`config.mk`:
```
export PLATFORM = sky130hd
export DESIGN_NAME = dmem_arbiter_flat
export DESIGN_NICKNAME = d
export VERILOG_FILES = /design/src/rtl/dmem_arbiter_if.sv /design/src/rtl/dmem_arbiter.sv /design/src/flat_wrapper.sv
export SDC_FILE = /design/constraint.sdc
export NUM_CORES = 1
export LEC_CHECK = 0
export ABC_AREA = 1
export CORE_ASPECT_RATIO = 1.25
export CORE_MARGIN = 4
export CORE_UTILIZATION = 25
export CTS_CLUSTER_SIZE = 30
export DETAILED_ROUTE_END_ITERATION = 10
export SYNTH_ARGS = -nofsm -noshare
export SYNTH_HDL_FRONTEND = slang
export SYNTH_SLANG_ARGS = --single-unit
```
`constraint.sdc`:
```
create_clock -name clk -period 2.55 [get_ports clk]
set_input_delay 0.3825 -clock clk [delete_from_list [all_inputs] [get_ports clk]]
set_output_delay 0.3825 -clock clk [all_outputs]
set_load 0.01 [all_outputs]
```
`src/rtl/dmem_arbiter_if.sv`:
```
// Bus bundle between the memory stage / UART loader requesters and data_memory.
// The arbiter takes the slave side; the driving environment takes the master side.
interface dmem_arbiter_if #(
    parameter int ADDR_WIDTH = 32,
    parameter int DATA_WIDTH = 32
);
    logic                  cpu_req;
    logic                  cpu_we;
    logic [ADDR_WIDTH-1:0] cpu_addr;
    logic [DATA_WIDTH-1:0] cpu_wdata;
    logic                  cpu_gnt;
    logic                  cpu_stall;
    logic                  cpu_rvalid;
    logic [DATA_WIDTH-1:0] cpu_rdata;

    logic                  ld_req;
    logic                  ld_we;
    logic [ADDR_WIDTH-1:0] ld_addr;
    logic [DATA_WIDTH-1:0] ld_wdata;
    logic                  ld_lock;
    logic                  ld_gnt;
    logic                  ld_rvalid;
    logic [DATA_WIDTH-1:0] ld_rdata;

    logic                  locked;

    logic [ADDR_WIDTH-1:0] mem_addr;
    logic [DATA_WIDTH-1:0] mem_wdata;
    logic                  mem_write;
    logic                  mem_read;
    logic [DATA_WIDTH-1:0] mem_rdata;

    modport slave (
        input  cpu_req, cpu_we, cpu_addr, cpu_wdata,
        input  ld_req, ld_we, ld_addr, ld_wdata, ld_lock,
        input  mem_rdata,
        output cpu_gnt, cpu_stall, cpu_rvalid, cpu_rdata,
        output ld_gnt, ld_rvalid, ld_rdata,
        output locked,
        output mem_addr, mem_wdata, mem_write, mem_read
    );

    modport master (
        output cpu_req, cpu_we, cpu_addr, cpu_wdata,
        output ld_req, ld_we, ld_addr, ld_wdata, ld_lock,
        output mem_rdata,
        input  cpu_gnt, cpu_stall, cpu_rvalid, cpu_rdata,
        input  ld_gnt, ld_rvalid, ld_rdata,
        input  locked,
        input  mem_addr, mem_wdata, mem_write, mem_read
    );
endinterface

```
`src/rtl/dmem_arbiter.sv`:
```
// Shares the single-ported data memory between the CPU memory stage and the UART loader,
// with anti-starvation for the loader and an exclusive lock mode for boot/upload.
module dmem_arbiter #(
    parameter int ADDR_WIDTH   = 32,
    parameter int DATA_WIDTH   = 32,
    parameter int STARVE_LIMIT = 4
) (
    input  logic           clk,
    input  logic           rst,
    dmem_arbiter_if.slave  bus
);

    typedef enum logic [1:0] {
        ST_ARB    = 2'd0,
        ST_DRAIN  = 2'd1,
        ST_LOCKED = 2'd2
    } state_t;

    typedef enum logic [1:0] {
        OWN_NONE = 2'd0,
        OWN_CPU  = 2'd1,
        OWN_LD   = 2'd2
    } owner_t;

    localparam logic [3:0] STARVE_MAX = 4'(STARVE_LIMIT);

    state_t                state_q, state_d;
    logic [3:0]            starve_q, starve_d;
    owner_t                rd_owner_q, rd_owner_d;
    logic [DATA_WIDTH-1:0] cpu_rdata_q, cpu_rdata_d;
    logic [DATA_WIDTH-1:0] ld_rdata_q, ld_rdata_d;

    logic                  cpu_gnt;
    logic                  ld_gnt;
    logic                  sel_we;
    logic [ADDR_WIDTH-1:0] sel_addr;
    logic [DATA_WIDTH-1:0] sel_wdata;

    // Grants are suppressed while rst is high so nothing reaches memory during reset.
    always_comb begin
        cpu_gnt = 1'b0;
        ld_gnt  = 1'b0;
        if (!rst) begin
            case (state_q)
                ST_ARB: begin
                    if (bus.cpu_req && bus.ld_req) begin
                        if (starve_q == STARVE_MAX) begin
                            ld_gnt = 1'b1;
                        end else begin
                            cpu_gnt = 1'b1;
                        end
                    end else begin
                        cpu_gnt = bus.cpu_req;
                        ld_gnt  = bus.ld_req;
                    end
                end
                ST_DRAIN, ST_LOCKED: begin
                    ld_gnt = bus.ld_req;
                end
                default: begin
                    cpu_gnt = 1'b0;
                    ld_gnt  = 1'b0;
                end
            endcase
        end
    end

    always_comb begin
        sel_we    = 1'b0;
        sel_addr  = '0;
        sel_wdata = '0;
        if (cpu_gnt) begin
            sel_we    = bus.cpu_we;
            sel_addr  = bus.cpu_addr;
            sel_wdata = bus.cpu_wdata;
        end else if (ld_gnt) begin
            sel_we    = bus.ld_we;
            sel_addr  = bus.ld_addr;
            sel_wdata = bus.ld_wdata;
        end
    end

    always_comb begin
        state_d = state_q;
        case (state_q)
            ST_ARB:    if (bus.ld_lock) state_d = ST_DRAIN;
            ST_DRAIN:  state_d = bus.ld_lock ? ST_LOCKED : ST_ARB;
            ST_LOCKED: if (!bus.ld_lock) state_d = ST_ARB;
            default:   state_d = ST_ARB;
        endcase
    end

    // LD can only lose in ARB, so the counter is naturally zero on leaving LOCKED.
    always_comb begin
        starve_d = 4'd0;
        if (bus.ld_req && !ld_gnt) begin
            starve_d = (starve_q >= STARVE_MAX) ? STARVE_MAX : starve_q + 4'd1;
        end
    end

    always_comb begin
        rd_owner_d = OWN_NONE;
        if (cpu_gnt && !bus.cpu_we) begin
            rd_owner_d = OWN_CPU;
        end else if (ld_gnt && !bus.ld_we) begin
            rd_owner_d = OWN_LD;
        end
    end

    // Only the owning port sees fresh memory data; the other keeps its previous value.
    always_comb begin
        cpu_rdata_d = cpu_rdata_q;
        ld_rdata_d  = ld_rdata_q;
        if (rd_owner_q == OWN_CPU) begin
            cpu_rdata_d = bus.mem_rdata;
        end
        if (rd_owner_q == OWN_LD) begin
            ld_rdata_d = bus.mem_rdata;
        end
    end

    always_ff @(posedge clk) begin
        if (rst) begin
            state_q     <= ST_ARB;
            starve_q    <= 4'd0;
            rd_owner_q  <= OWN_NONE;
            cpu_rdata_q <= '0;
            ld_rdata_q  <= '0;
        end else begin
            state_q     <= state_d;
            starve_q    <= starve_d;
            rd_owner_q  <= rd_owner_d;
            cpu_rdata_q <= cpu_rdata_d;
            ld_rdata_q  <= ld_rdata_d;
        end
    end

    assign bus.cpu_gnt    = cpu_gnt;
    assign bus.cpu_stall  = bus.cpu_req & ~cpu_gnt;
    assign bus.cpu_rvalid = (rd_owner_q == OWN_CPU);
    assign bus.cpu_rdata  = cpu_rdata_d;

    assign bus.ld_gnt     = ld_gnt;
    assign bus.ld_rvalid  = (rd_owner_q == OWN_LD);
    assign bus.ld_rdata   = ld_rdata_d;

    assign bus.locked     = (state_q == ST_LOCKED);

    assign bus.mem_addr   = sel_addr;
    assign bus.mem_wdata  = sel_wdata;
    assign bus.mem_read   = (cpu_gnt | ld_gnt) & ~sel_we;
    assign bus.mem_write  = (cpu_gnt | ld_gnt) & sel_we;

endmodule

```
`src/flat_wrapper.sv`:
```
// flat-port wrapper written by rule: the top's interface ports become plain ports
module dmem_arbiter_flat 
#(
    parameter int ADDR_WIDTH   = 32,
    parameter int DATA_WIDTH   = 32,
    parameter int STARVE_LIMIT = 4
)
  (clk, rst, bus_cpu_req, bus_cpu_we, bus_cpu_addr, bus_cpu_wdata, bus_ld_req, bus_ld_we, bus_ld_addr, bus_ld_wdata, bus_ld_lock, bus_mem_rdata, bus_cpu_gnt, bus_cpu_stall, bus_cpu_rvalid, bus_cpu_rdata, bus_ld_gnt, bus_ld_rvalid, bus_ld_rdata, bus_locked, bus_mem_addr, bus_mem_wdata, bus_mem_write, bus_mem_read);
  dmem_arbiter_if #(.ADDR_WIDTH(ADDR_WIDTH), .DATA_WIDTH(DATA_WIDTH)) bus_i ();
  input  logic clk;
  input  logic rst;
  input wire logic [$bits(bus_i.cpu_req)-1:0] bus_cpu_req;
  input wire logic [$bits(bus_i.cpu_we)-1:0] bus_cpu_we;
  input wire logic [$bits(bus_i.cpu_addr)-1:0] bus_cpu_addr;
  input wire logic [$bits(bus_i.cpu_wdata)-1:0] bus_cpu_wdata;
  input wire logic [$bits(bus_i.ld_req)-1:0] bus_ld_req;
  input wire logic [$bits(bus_i.ld_we)-1:0] bus_ld_we;
  input wire logic [$bits(bus_i.ld_addr)-1:0] bus_ld_addr;
  input wire logic [$bits(bus_i.ld_wdata)-1:0] bus_ld_wdata;
  input wire logic [$bits(bus_i.ld_lock)-1:0] bus_ld_lock;
  input wire logic [$bits(bus_i.mem_rdata)-1:0] bus_mem_rdata;
  output wire logic [$bits(bus_i.cpu_gnt)-1:0] bus_cpu_gnt;
  output wire logic [$bits(bus_i.cpu_stall)-1:0] bus_cpu_stall;
  output wire logic [$bits(bus_i.cpu_rvalid)-1:0] bus_cpu_rvalid;
  output wire logic [$bits(bus_i.cpu_rdata)-1:0] bus_cpu_rdata;
  output wire logic [$bits(bus_i.ld_gnt)-1:0] bus_ld_gnt;
  output wire logic [$bits(bus_i.ld_rvalid)-1:0] bus_ld_rvalid;
  output wire logic [$bits(bus_i.ld_rdata)-1:0] bus_ld_rdata;
  output wire logic [$bits(bus_i.locked)-1:0] bus_locked;
  output wire logic [$bits(bus_i.mem_addr)-1:0] bus_mem_addr;
  output wire logic [$bits(bus_i.mem_wdata)-1:0] bus_mem_wdata;
  output wire logic [$bits(bus_i.mem_write)-1:0] bus_mem_write;
  output wire logic [$bits(bus_i.mem_read)-1:0] bus_mem_read;
  assign bus_i.cpu_req = bus_cpu_req;
  assign bus_i.cpu_we = bus_cpu_we;
  assign bus_i.cpu_addr = bus_cpu_addr;
  assign bus_i.cpu_wdata = bus_cpu_wdata;
  assign bus_i.ld_req = bus_ld_req;
  assign bus_i.ld_we = bus_ld_we;
  assign bus_i.ld_addr = bus_ld_addr;
  assign bus_i.ld_wdata = bus_ld_wdata;
  assign bus_i.ld_lock = bus_ld_lock;
  assign bus_i.mem_rdata = bus_mem_rdata;
  assign bus_cpu_gnt = bus_i.cpu_gnt;
  assign bus_cpu_stall = bus_i.cpu_stall;
  assign bus_cpu_rvalid = bus_i.cpu_rvalid;
  assign bus_cpu_rdata = bus_i.cpu_rdata;
  assign bus_ld_gnt = bus_i.ld_gnt;
  assign bus_ld_rvalid = bus_i.ld_rvalid;
  assign bus_ld_rdata = bus_i.ld_rdata;
  assign bus_locked = bus_i.locked;
  assign bus_mem_addr = bus_i.mem_addr;
  assign bus_mem_wdata = bus_i.mem_wdata;
  assign bus_mem_write = bus_i.mem_write;
  assign bus_mem_read = bus_i.mem_read;
  dmem_arbiter #(.ADDR_WIDTH(ADDR_WIDTH), .DATA_WIDTH(DATA_WIDTH), .STARVE_LIMIT(STARVE_LIMIT)) u_core (.clk(clk), .rst(rst), .bus(bus_i));
endmodule
```
# [After elaboration in Yosys (flattened, before gate mapping)]
# Index checks and enable logic that the tools add are counted.
[totals] register_bits=72 inputBits=167 out_inout_bits=136 elab_cells=59
[op_classes] addsub=1 n_lt_le_gt_ge=1 eq_ne=7 muxes=23 n_bitwise=7 reduce_logical=13
[op_table] operator="32-bit two-way mux" n=6
[op_table] operator="1-bit two-way mux" n=10
[op_table] operator="2-bit two-way mux" n=4
[op_table] operator="2-bit one-hot mux with 3 select lines" n=1
[op_table] operator="2-bit OR reduction" n=3
[op_table] operator="4-bit by 1-bit adder with 4-bit output (second input constant)" n=1
[op_table] operator="2-bit by 1-bit == test with 1-bit output (second input constant)" n=2
[op_table] operator="2-bit == test (second input constant)" n=2
[op_table] operator="4-bit by 3-bit == test with 1-bit output (second input constant)" n=1
[op_table] operator="4-bit by 3-bit greater-or-equal comparator with 1-bit output (second input constant)" n=1
[op_table] operator="1-bit logical AND" n=4
[op_table] operator="2-bit != test (second input constant)" n=2
[op_table] operator="1-bit AND" n=3
[op_table] operator="1-bit logical NOT" n=3
[op_table] operator="3-bit two-way mux" n=1
[op_table] operator="1-bit NOT" n=3
[op_table] operator="3-bit OR reduction" n=1
[op_table] operator="2-bit logical NOT" n=1
[op_table] operator="1-bit one-hot mux with 2 select lines" n=1
[op_table] operator="2-bit AND reduction" n=1
[op_table] operator="1-bit OR" n=1

# [Logic depth before layout (Yosys ltp)]
# Gate-level depths: netlist of the first run.
[logic_depth] ltp_word=9 mapped_depth=12 depth_no_buf=11

# [Worst setup path after synthesis of the first run]
# Ideal clock, no wire load.
[synth_path] path_type="flip-flop to output port" start="register u_core.state_q[0]" end="output bus_mem_wdata[23]" arrival_ns=1.381 required_time_ns=2.168 slack_ns=0.787 stages_incl_launch_ff=10 n_path_buf=2 path_cell_list="dfxtp_1 -> inv_1 -> ha_1 -> nand2_2 -> nor2_2 -> nand2_2 -> buf_6 -> buf_4 -> nand2_1 -> o21ai_1"
[synth_between] elab_chain_cells=6 elab_cells_between_ends=10 classes_between="eq/ne (2); mux (6); reduce/logical (2)"
[synth_lines] item="start, declared" line="dmem_arbiter.sv:27" source="state_t state_q, state_d;"
[synth_lines] item="start signal, assigned" line="dmem_arbiter.sv:130" source="state_q <= state_d;"
[synth_lines] item="2-bit == test / 2-bit by 1-bit == test with 1-bit output (equally long branches)" line="dmem_arbiter.sv:44" source="case (state_q)"
[synth_lines] item="2-bit OR reduction" line="dmem_arbiter.sv:44"
[synth_lines] item="1-bit one-hot mux with 2 select lines" line="dmem_arbiter.sv:44"
[synth_lines] item="1-bit two-way mux" line="dmem_arbiter.sv:43" source="if (!rst) begin"
[synth_lines] item="32-bit two-way mux" line="dmem_arbiter.sv:76" source="end else if (ld_gnt) begin"
[synth_lines] item="32-bit two-way mux *" line="dmem_arbiter.sv:72" source="if (cpu_gnt) begin"
[synth_lines] item="end, declared" line="flat_wrapper.sv:31" source="output wire logic [$bits(bus_i.mem_wdata)-1:0] bus_mem_wdata;"
# Mark *: on every way between the ends. The rest lies on a longest branch, timed or not.

# [Worst setup path after layout of the first run]
[layout_path] start="input bus_cpu_req" end="output bus_ld_gnt"
[layout_between] elab_chain_cells=4
[layout_lines] item="start, declared" line="flat_wrapper.sv:12" source="input wire logic [$bits(bus_i.cpu_req)-1:0] bus_cpu_req;"
[layout_lines] item="1-bit logical AND" line="dmem_arbiter.sv:46" source="if (bus.cpu_req && bus.ld_req) begin"
[layout_lines] item="1-bit two-way mux" line="dmem_arbiter.sv:46"
[layout_lines] item="1-bit one-hot mux with 2 select lines" line="dmem_arbiter.sv:44"
[layout_lines] item="1-bit two-way mux" line="dmem_arbiter.sv:43"
[layout_lines] item="end, declared" line="flat_wrapper.sv:26" source="output wire logic [$bits(bus_i.ld_gnt)-1:0] bus_ld_gnt;"
# Every way passes these cells.

==> results.py, run 1 <==
metrics = {
    "grt": {
        "grt_pass1_wl_um": 25700,
        "grt_pass1_vias": 4718,
        "grt_usage_pct": 18.29,
        "grt_max_degree": 68,
        "antenna_found_initial": 0,
        "gr-total-overflow": 0,
    },
    "worst_setup_path": {
        "cp-end-kind": "primary output",
        "reg2reg_depth": 13,
        "cp_cell_sequence": "clkdlybuf4s50_1, nand2_1, nor2_1, nand2_2, nand2_1, nand2_1, nand2_1, nand2_2, buf_6, inv_1, clkdlybuf4s50_1",
        "critPathSlowestCell": "clkdlybuf4s50_1",
        "r2r_end": "u_core.starve_q[0]",
        "arrival_ns": 2.17,
        "r2r-start": "u_core.starve_q[0]",
        "crit_type": "input pin to primary output",
        "setup.worst_path.start_class": "input pin",
        "worstSetupStartpoint": "bus_cpu_req",
        "crit_fanout": 14,
        "cpMostUsedCell": "nand2_1",
        "cp.required_ns": 2.17,
        "critPathCapture": "bus_ld_gnt",
        "rrSetupSlack_ns": 0.91,
        "cpPeakStageDelay_ns": 0.53,
    },
    "sta": {
        "finalClockSkew_ns": 0.003474,
        "fin_hold_ws_ns": 0.4031,
        "maxSlewHeadroom_pct": 51.11,
        "fin_ws_ns": 0.0009117,
        "fmax_ghz": 0.3923,
        "fin_crit_sh_pct": 99.96,
        "rsz0062_at_grt": "true",
        "setup_violations": 0,
        "slew_violations": 0,
        "timing.final.crit_period_ns": 2.549,
        "hold_viol": 0,
        "tightest_slew_ns": 0.7334,
    },
    "routing": {
        "viasPerCell": 4.276,
        "drc": 0,
        "wl_um": 17150,
        "dr.pass1.iters": 4,
        "wl_per_cell_um": 15.06,
        "vias": 4870,
        "ant_nets": 0,
        "first_iter_violations": 292,
    },
    "yosys": {
        "ys_warn_count": 0,
        "synth_fp_nets": 795,
        "syn_area_um2": 3980,
        "synth-seq-cells": 72,
        "syn_area_per_cell_um2": 6.399,
        "seq_area_frac_synth_pct": 36.22,
        "syn_inst": 622,
        "synth_cell_types": 24,
    },
    "cts": {
        "htree_num_levels": 3,
        "cts_buffers": 9,
        "cts_tree": "yes",
        "cts_setup_buffers": 0,
        "clockRootBuffer": "clkbuf_16",
        "cts.sink_count": 72,
        "clock_path_buffers": 2,
        "worst_skew_pair.late_latency_ns": 0.33,
        "clk_pin_slew_worst_paths_ns": 0.06,
    },
    "placed_design": {
        "port_buffers": 302,
        "place_congestion": 0.8815,
        "pre_cts_slack_ns": -0.2609,
        "dp_hpwl_um": 13820,
    },
    "power": {
        "comb_power_share_pct": 32.1,
        "pwr-share-seq_pct": 30.5,
        "vdd_drop_max_mv": 0.2924,
        "leakage_nw": 3.943,
        "switchingPower_mw": 1.066,
        "p_int_mw": 2.871,
        "clock_power_share_pct": 37.4,
        "powerDensity_nw_per_um2": 520.5,
        "sw_frac_of_total_pct": 27.07,
    },
    "hold_path": {
        "hold_class": "input pin to flop",
        "hold_depth": 4,
    },
    "floorplan": {
        "boundaryPins": 303,
        "fp.dieW_um": 120.9,
        "dieArea_um2": 18020,
        "initial_core_util_pct": 25.46,
        "core_um2": 15630,
        "die_h_um": 149.1,
        "row_count": 51,
    },
    "run_status": {
        "status": "finished, final reports clean",
    },
    "final_layout": {
        "drive_above_1_share_pct": 17.69,
        "synthToLayoutAreaGrowth_pct": 90.00,
        "antenna_cells": 0,
        "mostFrequentLayoutCell": "clkdlybuf4s50_1",
        "nNetsFinal": 1095,
        "n_fill_cell": 1636,
        "fin_util_pct": 48.37,
        "final_cell_mix": "233 x clkdlybuf4s50_1, 139 x nand2_1, 79 x inv_1",
    },
    "job": {
        "cap_violations": 0,
    },
}
## cell type report
cell class / count / area (um2) / share of cell area [%]
inverter: 81 / 309.0 / 4.087
tap: 212 / 265.3 / 3.508
clock inverter: 6 / 115.1 / 1.522
sequential: 72 / 1443 / 19.08
clock buffer: 10 / 239.0 / 3.160
multi-input combinational: 428 / 2046 / 27.05
timing repair buffer: 330 / 3146 / 41.60
## power by group through the flow
stage | combinational (mW) | sequential, mW | clock [mW]
final | 1.26 | 1.20 | 1.47
after global routing | 1.38 | 1.21 | 1.56
after CTS | 1.28 | 1.20 | 1.52
after detailed placement | 1.33 | 1.23 | 0
after global placement | 1.33 | 1.22 | 0
after floorplan | 0.524 | 1.22 | 0
## stage by stage
stage / power, mW / std cells / area (um2) / setup TNS (ns)
5_1_grt: 4.150 / 1139 / 7562 / -0.1252
3_5_place_dp: 2.559 / 1122 / 7328 / -11.09
2_1_floorplan: 1.746 / 622 / 3980 / 0
3_3_place_gp: 2.553 / 1122 / 7328 / -10.41
4_1_cts: 4.000 / 1138 / 7646 / -0.004366
6_report: 3.936 / 1139 / 7562 / 0
## sequential cells by signal, indices dropped and copies added, names as in the netlist
| name | flops |
|---|---|
| u_core.ld_rdata_q | 32 |
| u_core.cpu_rdata_q | 32 |
| u_core.starve_q | 4 |
| u_core.rd_owner_q | 2 |
| u_core.state_q | 2 |
## worst min path at each step
stage	start	to	slack (ns)
floorplan	u_core.starve_q[0]	u_core.starve_q[0]	0.42
global placement	u_core.starve_q[0]	u_core.starve_q[0]	0.43
detailed placement	u_core.starve_q[0]	u_core.starve_q[0]	0.49
global route	rst	u_core.state_q[0]	0.41
CTS	rst	u_core.state_q[0]	0.39
finish	rst	u_core.state_q[0]	0.40
## cells in the mapped netlist, drive strengths merged
| library cell | instances | area (um2) |
|---|---|---|
| nand2 | 144 | 548.0 |
| o21ai | 129 | 645.6 |
| inv | 81 | 304.0 |
| nor2 | 75 | 286.5 |
| dfxtp | 72 | 1441 |
| or2 | 65 | 406.6 |
| buf | 24 | 151.4 |
| clkbuf | 17 | 66.31 |
| ha | 6 | 75.07 |
| a21oi | 2 | 10.01 |
| nand3 | 2 | 10.01 |
| nor3 | 2 | 15.01 |
| a21boi | 1 | 7.510 |
| conb | 1 | 3.750 |
| o32ai | 1 | 8.760 |
## metal layers
metal  wire length [um]  global-route usage [%]  part of all wire, %  vias to the layer above
met5                  0                       0                    0                        -
met4                248                   4.308                  1.4                        0
met3               1576                   5.880                  9.2                       17
met2               8364                   31.93                   49                      213
met1               6960                   21.76                   41                     2129
li1                   -                       -                    -                     2511
## kinds of logic (layout without fill, tap and decap cells)
group / Yosys count / in the layout / synth area share, %
simple gates: 288 / 288 / 31.81
flops: 72 / 72 / 36.21
other cells: 1 / 1 / 0.09422
compound gates: 133 / 133 / 16.88
fa+ha+maj: 6 / 6 / 1.886
buf+inv: 122 / 427 / 13.11
## critical path, delay by kind of cell
| family | cells | cell delay, ns |
|---|---|---|
| simple gates | 7 | 0.54 |
| buf+inv | 4 | 1.25 |
## timing repair
| item | 4_1_cts | 5_1_grt |
|---|---|---|
| hold buffers | 0 | 0 |
| endpoints found under the setup margin | 69 | 64 |
| resized for setup | 82 | 89 |
| pin swaps | 0 | 1 |
| cloned | 0 | 1 |
Power figures use the tool's default switching activity.
==> run 2, diff against run 1 <==
- ABC_AREA: 1 -> default
- CTS_CLUSTER_SIZE: 30 -> 10
- SETUP_SLACK_MARGIN: default -> 0.3
==> results.py, run 2 <==
metrics = {
    "grt": {
        "grt_pass1_wl_um": 27020,
        "antenna_found_initial": 0,
        "grt_usage_pct": 19.04,
        "gr-total-overflow": 0,
        "grt_max_degree": 65,
        "grt_pass1_vias": 4805,
    },
    "yosys": {
        "async_reset_ff_share_pct": 0,
        "synth-edff-count": 0,
        "syn_area_um2": 3954,
        "synth_top_area_share_pct": 36.46,
        "synth_cell_types": 27,
        "ys_warn_count": 0,
        "syn_area_per_cell_um2": 9.550,
        "synth_simple_gate_area_share_pct": 13.10,
        "syn_inst": 414,
        "yosys.area_share.adder_pct": 1.899,
        "yosysMostFrequentCell": "dfxtp_1",
        "synth_compound_area_share_pct": 23.96,
        "synth_fp_nets": 587,
        "synth_xor_xnor_area_share_pct": 0,
        "yosys-top-cells-count": "72 x dfxtp_1, 67 x nor2b_1, 65 x mux2_2, 65 x o21ai_0, 65 x o2bb2ai_1",
        "synth_top_family_by_area": "compound AO/OA/AOI/OAI gates",
        "seq_area_frac_synth_pct": 36.46,
        "synth_area_leaders": "dfxtp_1 36%, mux2_2 19%, o2bb2ai_1 14%",
        "yosys-mux-area-fraction_pct": 18.51,
        "yosys.area.top_type": "dfxtp_1",
        "synth_ff_type": "dfxtp_1",
        "synth-seq-cells": 72,
    },
    "power": {
        "leakage_nw": 3.818,
        "powerDensity_nw_per_um2": 431.9,
        "vdd_drop_max_mv": 0.3047,
        "finalPower_mw": 3.833,
    },
    "final_layout": {
        "synthToLayoutAreaGrowth_pct": 124.4,
        "nNetsFinal": 926,
        "n_fill_cell": 1383,
        "drive_above_1_share_pct": 42.22,
        "top_regs": "u_core.cpu_rdata_q x32, u_core.ld_rdata_q x32, u_core.starve_q x4",
        "fin_util_pct": 56.99,
        "final_cell_mix": "167 x clkdlybuf4s50_1, 67 x dfxtp_1, 66 x nor2b_1",
        "mostFrequentLayoutCell": "clkdlybuf4s50_1",
        "antenna_cells": 0,
    },
    "sta": {
        "rsz0062_at_grt": "true",
        "finalClockSkew_ns": 0.003212,
        "hold_viol": 0,
        "timing.final.crit_period_ns": 2.624,
        "tns_ns": -2.084,
        "tightest_slew_ns": 0.6658,
        "setup_violations": 51,
        "maxSlewHeadroom_pct": 55.62,
        "slew_violations": 0,
        "fin_ws_ns": -0.07360,
        "fin_hold_ws_ns": 0.3573,
        "fin_crit_sh_pct": 102.9,
        "fmax_ghz": 0.3812,
    },
    "run_status": {
        "violations": "negative setup slack",
        "status": "finished, violations left",
    },
    "routing": {
        "wl_met1_um": 6982,
        "wl_um": 18000,
        "viasPerCell": 4.703,
        "wl_met3_um": 1361,
        "wl_met2_um": 9432,
        "first_iter_violations": 134,
        "vias": 4562,
        "top_layer": "met4",
        "dr.pass1.iters": 4,
        "ant_nets": 0,
        "drc": 0,
        "wl_per_cell_um": 18.56,
    },
    "cts": {
        "cts_buffers": 9,
        "clk_pin_slew_worst_paths_ns": 0.06,
        "clock_path_buffers": 2,
        "cts_hold_buffers": 0,
        "clockRootBuffer": "clkbuf_16",
        "worst_skew_pair.late_latency_ns": 0.32,
        "htree_num_levels": 3,
        "cts.sink_count": 72,
        "cts_tree": "yes",
    },
    "worst_setup_path": {
        "rrSetupSlack_ns": 0.34,
        "crit_fanout": 8,
        "arrival_ns": 2.24,
        "r2r_end": "u_core.starve_q[2]",
        "r2r-start": "u_core.state_q[0]",
        "cp.required_ns": 2.17,
        "crit_type": "flop to primary output",
        "reg2reg_depth": 13,
        "setup.worst_path.start_class": "flop",
        "cp-end-kind": "primary output",
    },
    "floorplan": {
        "initial_core_util_pct": 25.39,
        "dieArea_um2": 17900,
        "core_um2": 15570,
        "row_count": 51,
        "fp.dieW_um": 120.5,
        "boundaryPins": 303,
        "die_h_um": 148.6,
    },
    "placed_design": {
        "port_buffers": 302,
        "place_congestion": 0.7890,
        "pre_cts_slack_ns": -0.4441,
        "dp_hpwl_um": 12050,
    },
    "hold_path": {
        "holdPathEnd": "u_core.state_q[1]",
        "hold_depth": 3,
        "hold_class": "input pin to flop",
        "holdCritStartpoint": "rst",
    },
    "job": {
        "cap_violations": 0,
    },
}
## run 2: changes by cell type after synthesis, sizes merged, moves of 67 or more
cell	before	now
inv	81	7
nor2b	0	67
nand2	144	0
nor2	75	4
## run 2: cell type report
type / instances / area (um2) / area share, %
clock buffers: 10 / 229.0 / 2.580
clock inverters: 6 / 92.59 / 1.043
inverters: 7 / 38.79 / 0.4371
multi-input cells: 291 / 3032 / 34.17
flip-flops and latches: 72 / 1448 / 16.31
well taps: 212 / 265.3 / 2.989
repair buffers: 372 / 3769 / 42.47
## run 2: logic make-up (layout without fill, tap and decap cells)
logic type	Yosys count	count (layout)
AO/OA/AOI/OAI	136	136
adder cells (fa/ha/maj)	6	6
buffers and inverters	51	395
flip-flops	72	72
multiplexers	65	65
other	1	1
AND/OR/NAND/NOR	83	83
## run 2: metrics by stage
stage | area (um2) | std cells
final | 8874 | 970
after global routing | 8874 | 970
after CTS | 8438 | 962
after detailed placement | 7325 | 912
after global placement | 7325 | 912
after floorplan | 3954 | 414
## run 2: what timing repair did
action / 4_1_cts / 5_1_grt
resized for setup: 474 / 77
setup buffers: 21 / 7
endpoints found under the setup margin: 129 / 89
cloned: 13 / 1
pin swaps: 6 / 7
## run 2: where the power goes
part | total [mW] | internal, mW | switching (mW)
logic | 1.31 | 0.770 | 0.543
registers | 1.17 | 1.16 | 0.0120
clock network | 1.35 | 0.861 | 0.484
## run 2: how the worst max path moves through the flow
stage | startpoint | endpoint | slack [ns] | cells past startpoint
final | u_core.state_q[0] | bus_mem_addr[15] | -0.07 | 9
after global routing | u_core.state_q[0] | bus_mem_addr[28] | -0.13 | 9
after CTS | u_core.state_q[0] | bus_mem_wdata[29] | -0.06 | 9
after detailed placement | bus_cpu_req | bus_mem_wdata[31] | -0.44 | 6
after global placement | bus_cpu_req | bus_mem_addr[20] | -0.38 | 6
after floorplan | u_core.state_q[1] | bus_mem_wdata[11] | 0.48 | 7
## run 2: critical path: stages (launching register included)
cell       delay [ns]
dfxtp_2          0.34
inv_2            0.05
ha_4             0.26
a21boi_2         0.04
a2111o_2         0.52
buf_6            0.16
buf_12           0.13
buf_16           0.15
o2bb2ai_2        0.11
buf_2            0.14
## run 2: routing by layer
layer  global-route usage (%)  up-vias
li1                         -     2183
met1                    21.83     2138
met2                    35.10      222
met3                    5.363       19
met4                    3.968        0
met5                        0        -
==> run 3, diff against run 2 <==
- GPL_TIMING_DRIVEN: default -> 0
==> results.py, run 3 (synthesis results as in run 2) <==
metrics = {
    "run_status": {
        "status": "finished, final reports clean",
    },
    "sta": {
        "fmax_ghz": 0.4065,
        "hold_viol": 0,
        "rsz0062_at_grt": "true",
        "tightest_slew_ns": 0.5295,
        "finalClockSkew_ns": 0.003983,
        "slew_violations": 0,
        "fin_ws_ns": 0.08981,
        "maxSlewHeadroom_pct": 64.70,
        "fin_hold_ws_ns": 0.4426,
        "setup_violations": 0,
        "tns_ns": 0,
        "fin_crit_sh_pct": 96.48,
        "timing.final.crit_period_ns": 2.460,
    },
    "worst_setup_path": {
        "rrSetupSlack_ns": 0.52,
        "reg2reg_depth": 10,
        "crit_fanout": 7,
        "critPathCapture": "bus_mem_addr[1]",
        "cp.required_ns": 2.17,
        "r2r-start": "u_core.state_q[1]",
        "setup.worst_path.start_class": "flop",
        "cp-end-kind": "primary output",
        "arrival_ns": 2.08,
        "crit_type": "flop to primary output",
        "r2r_end": "u_core.starve_q[0]",
        "worstSetupStartpoint": "u_core.state_q[1]",
    },
    "floorplan": {
        "row_count": 51,
        "die_h_um": 148.6,
        "initial_core_util_pct": 25.39,
        "fp.dieW_um": 120.5,
        "core_um2": 15570,
        "dieArea_um2": 17900,
        "boundaryPins": 303,
    },
    "power": {
        "finalPower_mw": 3.535,
        "vdd_drop_max_mv": 0.2783,
        "sw_frac_of_total_pct": 26.97,
        "pwr-share-seq_pct": 33.2,
        "switchingPower_mw": 0.9532,
        "clock_power_share_pct": 35.9,
        "p_int_mw": 2.581,
        "leakage_nw": 4.327,
        "comb_power_share_pct": 30.9,
        "powerDensity_nw_per_um2": 434.9,
    },
    "final_layout": {
        "mostFrequentLayoutCell": "clkdlybuf4s50_1",
        "antenna_cells": 0,
        "multi_input_area_um2": 2575,
        "regArea_um2": 1446,
        "top_regs": "u_core.cpu_rdata_q x32, u_core.ld_rdata_q x32, u_core.starve_q x4",
        "stdcell_count": 972,
        "synthToLayoutAreaGrowth_pct": 105.5,
        "drive_above_1_share_pct": 35.26,
        "final_cell_area_um2": 8127,
        "fin_util_pct": 52.19,
        "nNetsFinal": 928,
        "final_cell_mix": "169 x clkdlybuf4s50_1, 68 x dfxtp_1, 67 x nor2b_1",
        "n_fill_cell": 1478,
    },
    "cts": {
        "clk_pin_slew_worst_paths_ns": 0.06,
        "cts.sink_count": 72,
        "clock_path_buffers": 2,
        "clockRootBuffer": "clkbuf_16",
        "htree_num_levels": 3,
        "cts_tree": "yes",
        "cts_buffers": 9,
        "worst_skew_pair.late_latency_ns": 0.32,
    },
    "routing": {
        "dr.pass1.iters": 4,
        "vias": 4498,
        "viasPerCell": 4.628,
        "ant_nets": 0,
        "drc": 0,
        "wl_per_cell_um": 17.67,
        "first_iter_violations": 96,
        "wl_um": 17170,
    },
    "placed_design": {
        "place_area_um2": 7242,
        "pre_cts_slack_ns": -0.6583,
        "dp.cells": 928,
        "port_buffers": 302,
        "place_congestion": 0.8031,
        "dp_hpwl_um": 13500,
    },
    "grt": {
        "use_met1_pct": 18.61,
        "grt_use_met2_pct": 35.02,
        "top_usage_layer": "met2",
        "grt_pass1_wl_um": 26050,
        "antenna_found_initial": 0,
        "grt_pass1_vias": 4864,
        "grt_usage_pct": 18.25,
        "gr-total-overflow": 0,
        "grt_max_degree": 14,
        "use_met3_pct": 6.466,
    },
    "job": {
        "cap_violations": 0,
    },
    "hold_path": {
        "hold_class": "input pin to flop",
    },
}
==> run 3: changes by cell type in the layout (fill, tap and decap cells not counted), moves of 8 or more <==
cell,delta
o21ai_0,-14
dlygate4sd2_1,-46
buf_16,-8
buf_2,+13
o21ai_1,+13
o2bb2ai_1,+29
dlymetal6s2s_1,+62
buf_12,-15
buf_6,-12
o2bb2ai_4,-22
==> run 3: final cells by class <==
| type | count | area share (%) |
|---|---|---|
| Clock buffer | 10 | 2.941 |
| Timing Repair Buffer | 330 | 38.63 |
| Sequential cell | 72 | 17.80 |
| Inverter | 7 | 0.3233 |
| Multi-Input combinational cell | 291 | 31.69 |
| Buffer | 44 | 4.527 |
| Clock inverter | 6 | 0.8314 |
| Tap cell | 212 | 3.264 |
==> run 3: worst min path at each step <==
stage / startpoint / endpoint / cells after the start
finish: bus_ld_req / u_core.starve_q[2] / 3
global route: bus_ld_req / u_core.starve_q[2] / 3
detailed placement: u_core.starve_q[0] / u_core.starve_q[0] / 2
CTS: u_core.starve_q[0] / u_core.starve_q[0] / 2
floorplan: bus_ld_we / u_core.rd_owner_q[1] / 1
global placement: u_core.starve_q[0] / u_core.starve_q[0] / 2
==> run 3: critical path, stage by stage (launching register included) <==
cell,delay [ns]
dfxtp_2,0.34
inv_2,0.05
ha_4,0.27
nor2_2,0.03
a2111o_1,0.39
buf_6,0.15
buf_8,0.13
buf_6,0.13
o2bb2ai_2,0.10
buf_2,0.14
==> run 3: repair_timing <==
item / in CTS / in global routing
buffers inserted: 18 / 7
hold buffers: 0 / 0
gates cloned: 3 / 0
endpoints found under the setup margin: 134 / 131
endpoints found under the hold margin: 0 / 0
pin swaps: 5 / 4
gates resized for setup: 360 / 129
==> run 3: power by group through the flow <==
stage	sequential, mW	combinational (mW)	clock, mW
2_1_floorplan	1.19	0.389	0
3_3_place_gp	1.20	1.00	0
3_5_place_dp	1.20	1.02	0
4_1_cts	1.17	1.05	1.32
5_1_grt	1.18	1.17	1.36
6_report	1.17	1.09	1.27
==> run 3: routing by layer <==
metal	routed length [um]	share of wire, %
met5	0	0
met4	316	1.8
met3	1459	8.5
met2	9150	53
met1	6245	36
